$ cat config.mk
export PLATFORM = sky130hd
export DESIGN_NAME = rr_grant_ctrl
export DESIGN_NICKNAME = d
export VERILOG_FILES = /design/src/rtl/rr_arb_pkg.sv /design/src/rtl/rr_next_mask.sv /design/src/rtl/rr_grant_ctrl.sv
export SDC_FILE = /design/constraint.sdc
export NUM_CORES = 1
export LEC_CHECK = 0
export CAP_MARGIN = 20
export CORE_MARGIN = 4
export CORE_UTILIZATION = 35
export DETAILED_ROUTE_END_ITERATION = 8
export GPL_ROUTABILITY_DRIVEN = 0
export SLEW_MARGIN = 20
export SYNTH_ARGS = -nofsm -noshare
export SYNTH_HDL_FRONTEND = slang
export SYNTH_SLANG_ARGS = --single-unit
$ cat constraint.sdc
create_clock -name clk -period 5.1 [get_ports clk]
set_input_delay 0.765 -clock clk [delete_from_list [all_inputs] [get_ports clk]]
set_output_delay 0.765 -clock clk [all_outputs]
set_load 0.005 [all_outputs]
$ cat src/rtl/rr_arb_pkg.sv
// Shared constants and FSM encoding for the round-robin grant controller.
package rr_arb_pkg;

  localparam int unsigned CHANNELS = 8;
  localparam int unsigned MAX_HOLD = 16;
  localparam int unsigned IDX_W    = 3;
  localparam int unsigned HOLD_W   = 4;

  typedef enum logic [0:0] {
    StIdle,
    StBusy
  } arb_state_e;

endpackage

$ cat src/rtl/rr_next_mask.sv
// Round-robin selection: mask requests strictly above the last-granted index,
// wrap to the full request vector when that set is empty, then pick the lowest set bit.
module rr_next_mask
  import rr_arb_pkg::*;
(
  input  logic [CHANNELS-1:0] request_i,
  input  logic [IDX_W-1:0]    last_idx_i,
  output logic [CHANNELS-1:0] pick_o,
  output logic [IDX_W-1:0]    idx_o,
  output logic                any_o
);

  logic [CHANNELS-1:0] above;
  logic [CHANNELS-1:0] masked;
  logic [CHANNELS-1:0] elig;
  logic                found;

  // Build the eligibility mask and select its lowest-index set bit.
  always_comb begin
    above = '0;
    for (int unsigned i = 0; i < CHANNELS; i++) begin
      above[i] = (IDX_W'(i) > last_idx_i);
    end
    masked = request_i & above;
    elig   = (|masked) ? masked : request_i;

    pick_o = '0;
    idx_o  = '0;
    found  = 1'b0;
    for (int unsigned i = 0; i < CHANNELS; i++) begin
      if (elig[i] && !found) begin
        pick_o[i] = 1'b1;
        idx_o     = IDX_W'(i);
        found     = 1'b1;
      end
    end
    any_o = |request_i;
  end

endmodule

$ cat src/rtl/rr_grant_ctrl.sv
// Round-robin grant controller with a per-grant hold limit that only bites
// when another channel is waiting. All outputs are registered.
module rr_grant_ctrl #(
  parameter int unsigned CHANNELS = rr_arb_pkg::CHANNELS,
  parameter int unsigned MAX_HOLD = rr_arb_pkg::MAX_HOLD
) (
  input  logic                       clk,
  input  logic                       reset,
  input  logic                       scan_in0,
  input  logic                       scan_in1,
  input  logic                       scan_in2,
  input  logic                       scan_in3,
  input  logic                       scan_in4,
  input  logic                       scan_enable,
  input  logic                       test_mode,
  output logic                       scan_out0,
  output logic                       scan_out1,
  output logic                       scan_out2,
  output logic                       scan_out3,
  output logic                       scan_out4,
  input  logic [CHANNELS-1:0]        request,
  output logic [CHANNELS-1:0]        grant,
  output logic                       grant_valid,
  output logic [rr_arb_pkg::IDX_W-1:0] grant_id
);

  import rr_arb_pkg::arb_state_e;
  import rr_arb_pkg::StIdle;
  import rr_arb_pkg::StBusy;
  import rr_arb_pkg::IDX_W;
  import rr_arb_pkg::HOLD_W;

  localparam logic [HOLD_W-1:0] HoldLast = HOLD_W'(MAX_HOLD - 1);

  // DFT pins are stitched later; keep them visible but functionally inert.
  logic unused_dft;
  assign unused_dft = ^{scan_in0, scan_in1, scan_in2, scan_in3, scan_in4, scan_enable, test_mode};

  assign scan_out0 = 1'b0;
  assign scan_out1 = 1'b0;
  assign scan_out2 = 1'b0;
  assign scan_out3 = 1'b0;
  assign scan_out4 = 1'b0;

  arb_state_e          state_q, state_d;
  logic [CHANNELS-1:0] grant_q, grant_d;
  logic                grant_valid_q, grant_valid_d;
  logic [IDX_W-1:0]    grant_id_q, grant_id_d;
  logic [IDX_W-1:0]    last_q, last_d;
  logic [HOLD_W-1:0]   hold_cnt_q, hold_cnt_d;

  logic [CHANNELS-1:0] pick;
  logic [IDX_W-1:0]    pick_idx;
  logic                pick_any;
  logic                cur_req;
  logic                others_req;
  logic                take_new;
  logic                go_idle;

  rr_next_mask u_next_mask (
    .request_i  (request),
    .last_idx_i (last_q),
    .pick_o     (pick),
    .idx_o      (pick_idx),
    .any_o      (pick_any)
  );

  // Next-state: new grant on idle request, release or timeout; otherwise hold and count.
  always_comb begin
    state_d       = state_q;
    grant_d       = grant_q;
    grant_valid_d = grant_valid_q;
    grant_id_d    = grant_id_q;
    last_d        = last_q;
    hold_cnt_d    = hold_cnt_q;
    take_new      = 1'b0;
    go_idle       = 1'b0;
    cur_req       = request[grant_id_q];
    others_req    = |(request & ~grant_q);

    unique case (state_q)
      StIdle: take_new = pick_any;
      StBusy: begin
        if (!cur_req) begin
          // Holder's bit is already low, so pick can never re-select it.
          if (pick_any) take_new = 1'b1;
          else          go_idle  = 1'b1;
        end else if (hold_cnt_q == HoldLast) begin
          // Saturated: rotate only if someone else is waiting.
          take_new = others_req;
        end else begin
          hold_cnt_d = hold_cnt_q + 1'b1;
        end
      end
      default: go_idle = 1'b1;
    endcase

    if (take_new) begin
      state_d       = StBusy;
      grant_d       = pick;
      grant_valid_d = 1'b1;
      grant_id_d    = pick_idx;
      last_d        = pick_idx;
      hold_cnt_d    = '0;
    end else if (go_idle) begin
      state_d       = StIdle;
      grant_d       = '0;
      grant_valid_d = 1'b0;
      grant_id_d    = '0;
      hold_cnt_d    = '0;
    end
  end

  // State registers; last index resets to the top so channel 0 wins first.
  always_ff @(posedge clk or negedge reset) begin
    if (!reset) begin
      state_q       <= StIdle;
      grant_q       <= '0;
      grant_valid_q <= 1'b0;
      grant_id_q    <= '0;
      last_q        <= IDX_W'(CHANNELS - 1);
      hold_cnt_q    <= '0;
    end else begin
      state_q       <= state_d;
      grant_q       <= grant_d;
      grant_valid_q <= grant_valid_d;
      grant_id_q    <= grant_id_d;
      last_q        <= last_d;
      hold_cnt_q    <= hold_cnt_d;
    end
  end

  assign grant       = grant_q;
  assign grant_valid = grant_valid_q;
  assign grant_id    = grant_id_q;

endmodule

## Word-level counts from Yosys, hierarchy flattened

Index checks and enable logic that the tools add are counted.

- Register bits: 19
- Input bits: 17
- Output and inout bits: 17
- Word-level logic and storage cells: 84

- Add/subtract/negate cells: 1
- Order comparisons: 9
- Equality and inequality tests: 2
- Multiplexer cells: 42
- Bitwise operators: 4
- Reduce and logical (&&, ||, !) cells: 21

Operators with widths:

| operator | number |
|---|---|
| $mux W1 | 24 |
| $mux W8 | 3 |
| $reduce_or A8 Y1 | 3 |
| $mux W4 | 5 |
| $mux W3 | 6 |
| $and A8 B8 Y8 | 2 |
| $gt A3 B3 Y1 const A | 4 |
| $not A8 Y8 | 1 |
| $logic_and A1 B1 Y1 | 7 |
| $logic_not A1 Y1 | 7 |
| $gt A1 B3 Y1 const A | 2 |
| $gt A2 B3 Y1 const A | 2 |
| $reduce_bool A3 Y1 | 2 |
| $add A4 B1 Y4 const B | 1 |
| $eq A4 B4 Y1 const B | 1 |
| $lt A3 B4 Y1 const B | 1 |
| $mux W2 | 2 |
| $bmux W1 S3 | 1 |
| $ne A3 B3 Y1 const B | 1 |
| $reduce_and A3 Y1 | 1 |
| $pmux W1 S2 | 1 |
| $reduce_bool A2 Y1 | 1 |
| $not A1 Y1 | 1 |

## Longest topological paths before layout

- Depth in word-level cells: 27
- Gate-level depth with buffers: 7
- Gate-level depth less buffers: 6

## Modules after synthesis

From an unflattened synthesis, not the netlist that was laid out.

- Cell total of the unflattened synthesis: 147
- Area, all modules: 1340.0 um2

Modules (own cells, without submodules):

| module | times used | cells an instance | area an instance (um2) | sequential area each (um2) |
|---|---|---|---|---|
| rr_grant_ctrl | 1 | 85 | 968.4 | 479.2 |
| rr_next_mask | 1 | 62 | 371.6 | 0.0 |

## Worst setup path after synthesis

No wires, ideal clock.

- Path kind: input-to-reg
- Start: input request[4]
- End: register grant_id_q[0] (netlist: grant_id[0])
- Library setup time: 0.127 ns
- Data arrival time: 2.127 ns
- Data required time: 4.973 ns
- Slack: 2.846 ns
- Stages on the path: 6
- Path buffers: 0
- Path through: nor3_2 > o32ai_4 > o41ai_2 > o21ba_1 > a211oi_1 > o21ai_1

- Word-level cells in the longest chain between the ends: 26
- Elaborated cells between the ends (all ways): 45
- Classes of those cells: 25 x mux; 2 x bitwise; 18 x reduce/logical

RTL lines:

| item | line | text |
|---|---|---|
| start, declared | rr_grant_ctrl.sv:21 | `input logic [CHANNELS-1:0] request,` |
| $and A8 B8 Y8 | rr_next_mask.sv:24 | `masked = request_i & above;` |
| $reduce_or A8 Y1 | rr_next_mask.sv:25 | `elig = (\|masked) ? masked : request_i;` |
| $mux W8 | rr_next_mask.sv:25 |  |
| $mux W1 | rr_next_mask.sv:31 | `if (elig[i] && !found) begin` |
| $logic_not A1 Y1 | rr_next_mask.sv:31 |  |
| $logic_and A1 B1 Y1 | rr_next_mask.sv:31 |  |
| $mux W1 | rr_next_mask.sv:31 |  |
| $logic_not A1 Y1 | rr_next_mask.sv:31 |  |
| (+10 left out) | -- |  |
| $mux W1 | rr_next_mask.sv:31 |  |
| $logic_not A1 Y1 | rr_next_mask.sv:31 |  |
| $logic_and A1 B1 Y1 | rr_next_mask.sv:31 |  |
| $mux W1 | rr_next_mask.sv:31 |  |
| $logic_not A1 Y1 | rr_next_mask.sv:31 |  |
| $logic_and A1 B1 Y1 | rr_next_mask.sv:31 |  |
| $mux W3 | rr_next_mask.sv:31 |  |
| $mux W3 | rr_grant_ctrl.sv:98 | `if (take_new) begin` |
| end signal, assigned | rr_grant_ctrl.sv:127 | `grant_id_q <= grant_id_d;` |
| end, declared | rr_grant_ctrl.sv:48 | `logic [IDX_W-1:0] grant_id_q, grant_id_d;` |

Parallel ways exist; a longest one is shown, timed or not. The select of a mux whose other input is x is not followed.
A chain may end at the register's enable or synchronous reset.

## Worst setup path after layout

- Start: input request[2]
- End: register grant_q[3] (netlist: grant[3])

- Word-level cells in the longest chain between the ends: 14
- Elaborated cells between the ends (all ways): 27
- Classes of those cells: 15 x mux; 2 x bitwise; 10 x reduce/logical

RTL lines:

| item | line | text |
|---|---|---|
| $and A8 B8 Y8 | rr_next_mask.sv:24 |  |
| $reduce_or A8 Y1 | rr_next_mask.sv:25 |  |
| $mux W8 | rr_next_mask.sv:25 |  |
| $mux W1 | rr_next_mask.sv:31 |  |
| $logic_not A1 Y1 | rr_next_mask.sv:31 |  |
| $logic_and A1 B1 Y1 | rr_next_mask.sv:31 |  |
| $mux W1 | rr_next_mask.sv:31 |  |
| $logic_not A1 Y1 | rr_next_mask.sv:31 |  |
| $logic_and A1 B1 Y1 | rr_next_mask.sv:31 |  |
| $mux W1 | rr_next_mask.sv:31 |  |
| $logic_not A1 Y1 | rr_next_mask.sv:31 |  |
| $logic_and A1 B1 Y1 | rr_next_mask.sv:31 |  |
| $mux W1 | rr_next_mask.sv:31 |  |
| $mux W8 | rr_grant_ctrl.sv:98 |  |
| end signal, assigned | rr_grant_ctrl.sv:125 | `grant_q <= grant_d;` |
| end, declared | rr_grant_ctrl.sv:46 | `logic [CHANNELS-1:0] grant_q, grant_d;` |

Parallel ways exist; a longest one is shown, timed or not. The select of a mux whose other input is x is not followed.

==> results.md <==
* Net switching fraction of the power at 42.1%
* Fmax at 316 MHz
* Routed Antenna Nets at 0
* Clk pwr share at 11.6%
* Die Height at between 70 and 80 um
* Reg2Reg Setup Slack at 2.68 ns
* 1st-pass router iterations at 4
* Switching power total at 384 uW
* Chip width at 70.5 um
* Clock root buffer master: clkbuf_8
* IR drop worst, VDD at 0.199 mV
* DP HPWL at approximately 2.6 mm
* CP endpoint kind: flip-flop
* Clock Sink Count at 19
* Vias in the first global route at 1197
* Worst Clk Skew at 0.00343 ns
* Worst-skew pair later-pin latency at 0.26 ns
* Status: finished clean
* Yosys warning total at 0
* Cell Count, Final, Fillers Out at 213
* Final Hold Vio Count at 0
* Total wire length at 3.38 mm
* Leakage at 0.000672 uW
* ANT cells at 0
* Ys flop type: dfrtp_1
* MaxCap Viol Count at 0
* CTS tree: done
* Setup repair after global routing missed its margin: false
* Synth Area per Inst at between 9 and 10 sq um
* Area of the multi-input gates at 810 sq um
* Placed Cells at 209
* Crit path DAT at about 3.3 ns
* Share of cells above drive strength 1 at 13.9%
* CP Class: in -> reg
* Global-route wire length before repair at 5.74 mm
* Clk slew on worst S/H paths at 0.07 ns
* Post-Syn Area at 1370 sq um
* Worst Setup SP: request[2]
* Sequential cell area at 479 sq um
* Pwr dens at approximately 560 nW/um^2
* Internal cell power at around 530 uW
* Min cycle time layout at 3.16 ns
* Via count at between 1000 and 1500
* Initial Util at 36.8%
* Crit path launch type: input pin
* DRC viols at 0
* Synthesized flop and latch total at 19
* Total grt overflow at 0
* Worst-margin pin slew at 0.934 ns
* # IOs at 34
* DR WL/cell at 15.9 um
* Async SR Flop Fraction at 100%
* Synth unique cells at 55
* DRT iter0 DRCs at 113
* Core area at 3720 sq um
* Setup_tns at 0 ns
* Post-synthesis sequential area ratio at 35.0%
* RR Startpoint: grant_id[1]
* Vias per std cell at 5.52
* Die area at around 5000 sq um
* R2r endpoint: grant[3]
* Final #Nets at 184
* CP endpoint: grant[3]
* Total CTS buffers at 3
* Row count at 22
* CP max FO at 11
* FF-to-FF path depth at 6
* Hold-fix buffers at CTS at 0
* Slew HR at 37.3%
* Largest net degree at the start of global routing at 20
* Post-cts repair resize count at 0
* H-Tree Depth at 1
* Post-route clock period utilization at 62.0%
* Tot Pwr at 912 uW
* Max Slew Vio Count at 0
* Number of synthesized flops with an enable pin at 0
* Setup bufs post-CTS at 0
* Count of input and output buffers at 21
* Gr usage total at around 14%
* Hold crit path type: reg -> reg
* Worst path required time at 5.25 ns
* Mapped Cells at between 100 and 150
* # fillers at ~380
* Sequential Power Share at 33.7%
* Initial antenna violation count at 0
* Gate power share at 54.7%
* Clock Tree Buf Depth at 2
* Final setup viols at 0
* P&R area growth vs syn at 19.7%
-- state kept, by name, summed over array words and instances, names as in the netlist --
| signal | count |
|---|---|
| grant_id | 3 |
| grant | 8 |
| hold_cnt_q | 4 |
| grant_valid | 1 |
| last_q | 3 |
-- cell type report --
cell class	count	area share, %
Clock buffer	3	2.52
Clock inverter	1	0.305
Inverter	7	1.60
Multi-Input combinational cell	113	49.4
Sequential cell	19	29.2
Tap cell	48	3.66
Timing Repair Buffer	22	13.3
-- synthesized netlist by cell type (2+ instances only) --
cell type	count	area share, %
nand3_1	3	1.1
a21oi_1	3	1.1
nor2_1	11	3.0
a22o_1	3	1.9
buf_4	5	2.7
nor3b_2	2	1.8
a21o_1	4	2.2
o22ai_1	3	1.4
a211oi_1	3	1.6
nor3_1	3	1.1
o21ai_0	4	1.5
inv_1	5	1.4
a31oi_1	3	1.4
mux4_2	2	3.3
o21ai_1	6	2.2
o21a_1	2	1.1
nand2_1	11	3.0
a32o_1	2	1.5
a221oi_1	2	1.3
nor2b_1	7	3.2
dfstp_2	3	5.8
dfrtp_1	16	29
buf_2	4	1.5
nand2b_1	7	3.2
-- cells by family (layout without fill, tap and decap cells) --
| group | after synthesis | count (layout) | synth area share, % |
|---|---|---|---|
| XOR/XNOR | 2 | 2 | 1.28 |
| AND/OR/NAND/NOR | 53 | 53 | 22.3 |
| multiplexers | 4 | 4 | 4.84 |
| adder cells (fa/ha/maj) | 1 | 1 | 0.914 |
| buffers and inverters | 17 | 33 | 6.95 |
| flip-flops | 19 | 19 | 35.0 |
| other | 1 | 5 | 0.274 |
| AO/OA/AOI/OAI | 48 | 48 | 28.4 |
-- layout by cell type (no fill, tap or decap), drive strengths merged, types with 3 or more instances in the layout --
master,count
a211oi,3
a21o,4
a21oi,3
a22o,3
a31oi,3
clkbuf,3
clkdlybuf4s50,21
conb,5
dfrtp,16
dfstp,3
inv,6
nand2,11
nand2b,7
nand3,3
nor2,11
nor2b,7
nor3,5
o21ai,10
o22ai,3
-- per-stage QoR --
stage | instance area (sq um) | util, % | setup slack (ns) | hold slack [ns]
2_1_floorplan | 1380 | - | 2.85 | 0.469
3_3_place_gp | 1590 | 42.9 | 1.71 | 0.491
3_5_place_dp | 1590 | 42.9 | 1.67 | 0.499
4_1_cts | 1640 | 44.1 | 1.95 | 0.515
5_1_grt | 1640 | 44.1 | 1.72 | 0.543
6_report | 1640 | 44.1 | 1.94 | 0.511
-- metal layers --
| layer | track usage (%) | up-vias | wire length (um) |
|---|---|---|---|
| met5 | 0 | - | 0 |
| li1 | - | 567 | - |
| met2 | 23.0 | 37 | 1650 |
| met4 | 3.55 | 0 | 9 |
| met1 | 19.6 | 569 | 1530 |
| met3 | 1.99 | 2 | 197 |
-- power by group through the flow --
stage / combinational (uW) / clock (uW) / sequential (uW)
2_1_floorplan: 385 / 0 / 267
3_3_place_gp: 494 / 0 / 305
3_5_place_dp: 502 / 0 / 311
4_1_cts: 505 / 109 / 307
5_1_grt: 552 / 117 / 322
6_report: 499 / 106 / 307
-- critical path, stage by stage --
cell             delay, ns
clkdlybuf4s50_1       0.55
nor2b_1               0.21
a2111oi_2             0.38
a21oi_1               0.16
o31ai_2               0.77
nor2b_1               0.16
a32o_1                0.31
-- how the worst min path moves through the flow --
stage	startpoint	end	slack, ns	depth (start not counted)
5_1_grt	grant[0]	grant[0]	0.54	2
6_report	grant[0]	grant[0]	0.51	2
3_3_place_gp	grant[0]	grant[0]	0.49	2
2_1_floorplan	reset	grant[0]	0.47	0
4_1_cts	grant[0]	grant[0]	0.52	2
3_5_place_dp	grant[0]	grant[0]	0.50	2
No activity file was read; power rests on OpenSTA's default activity.
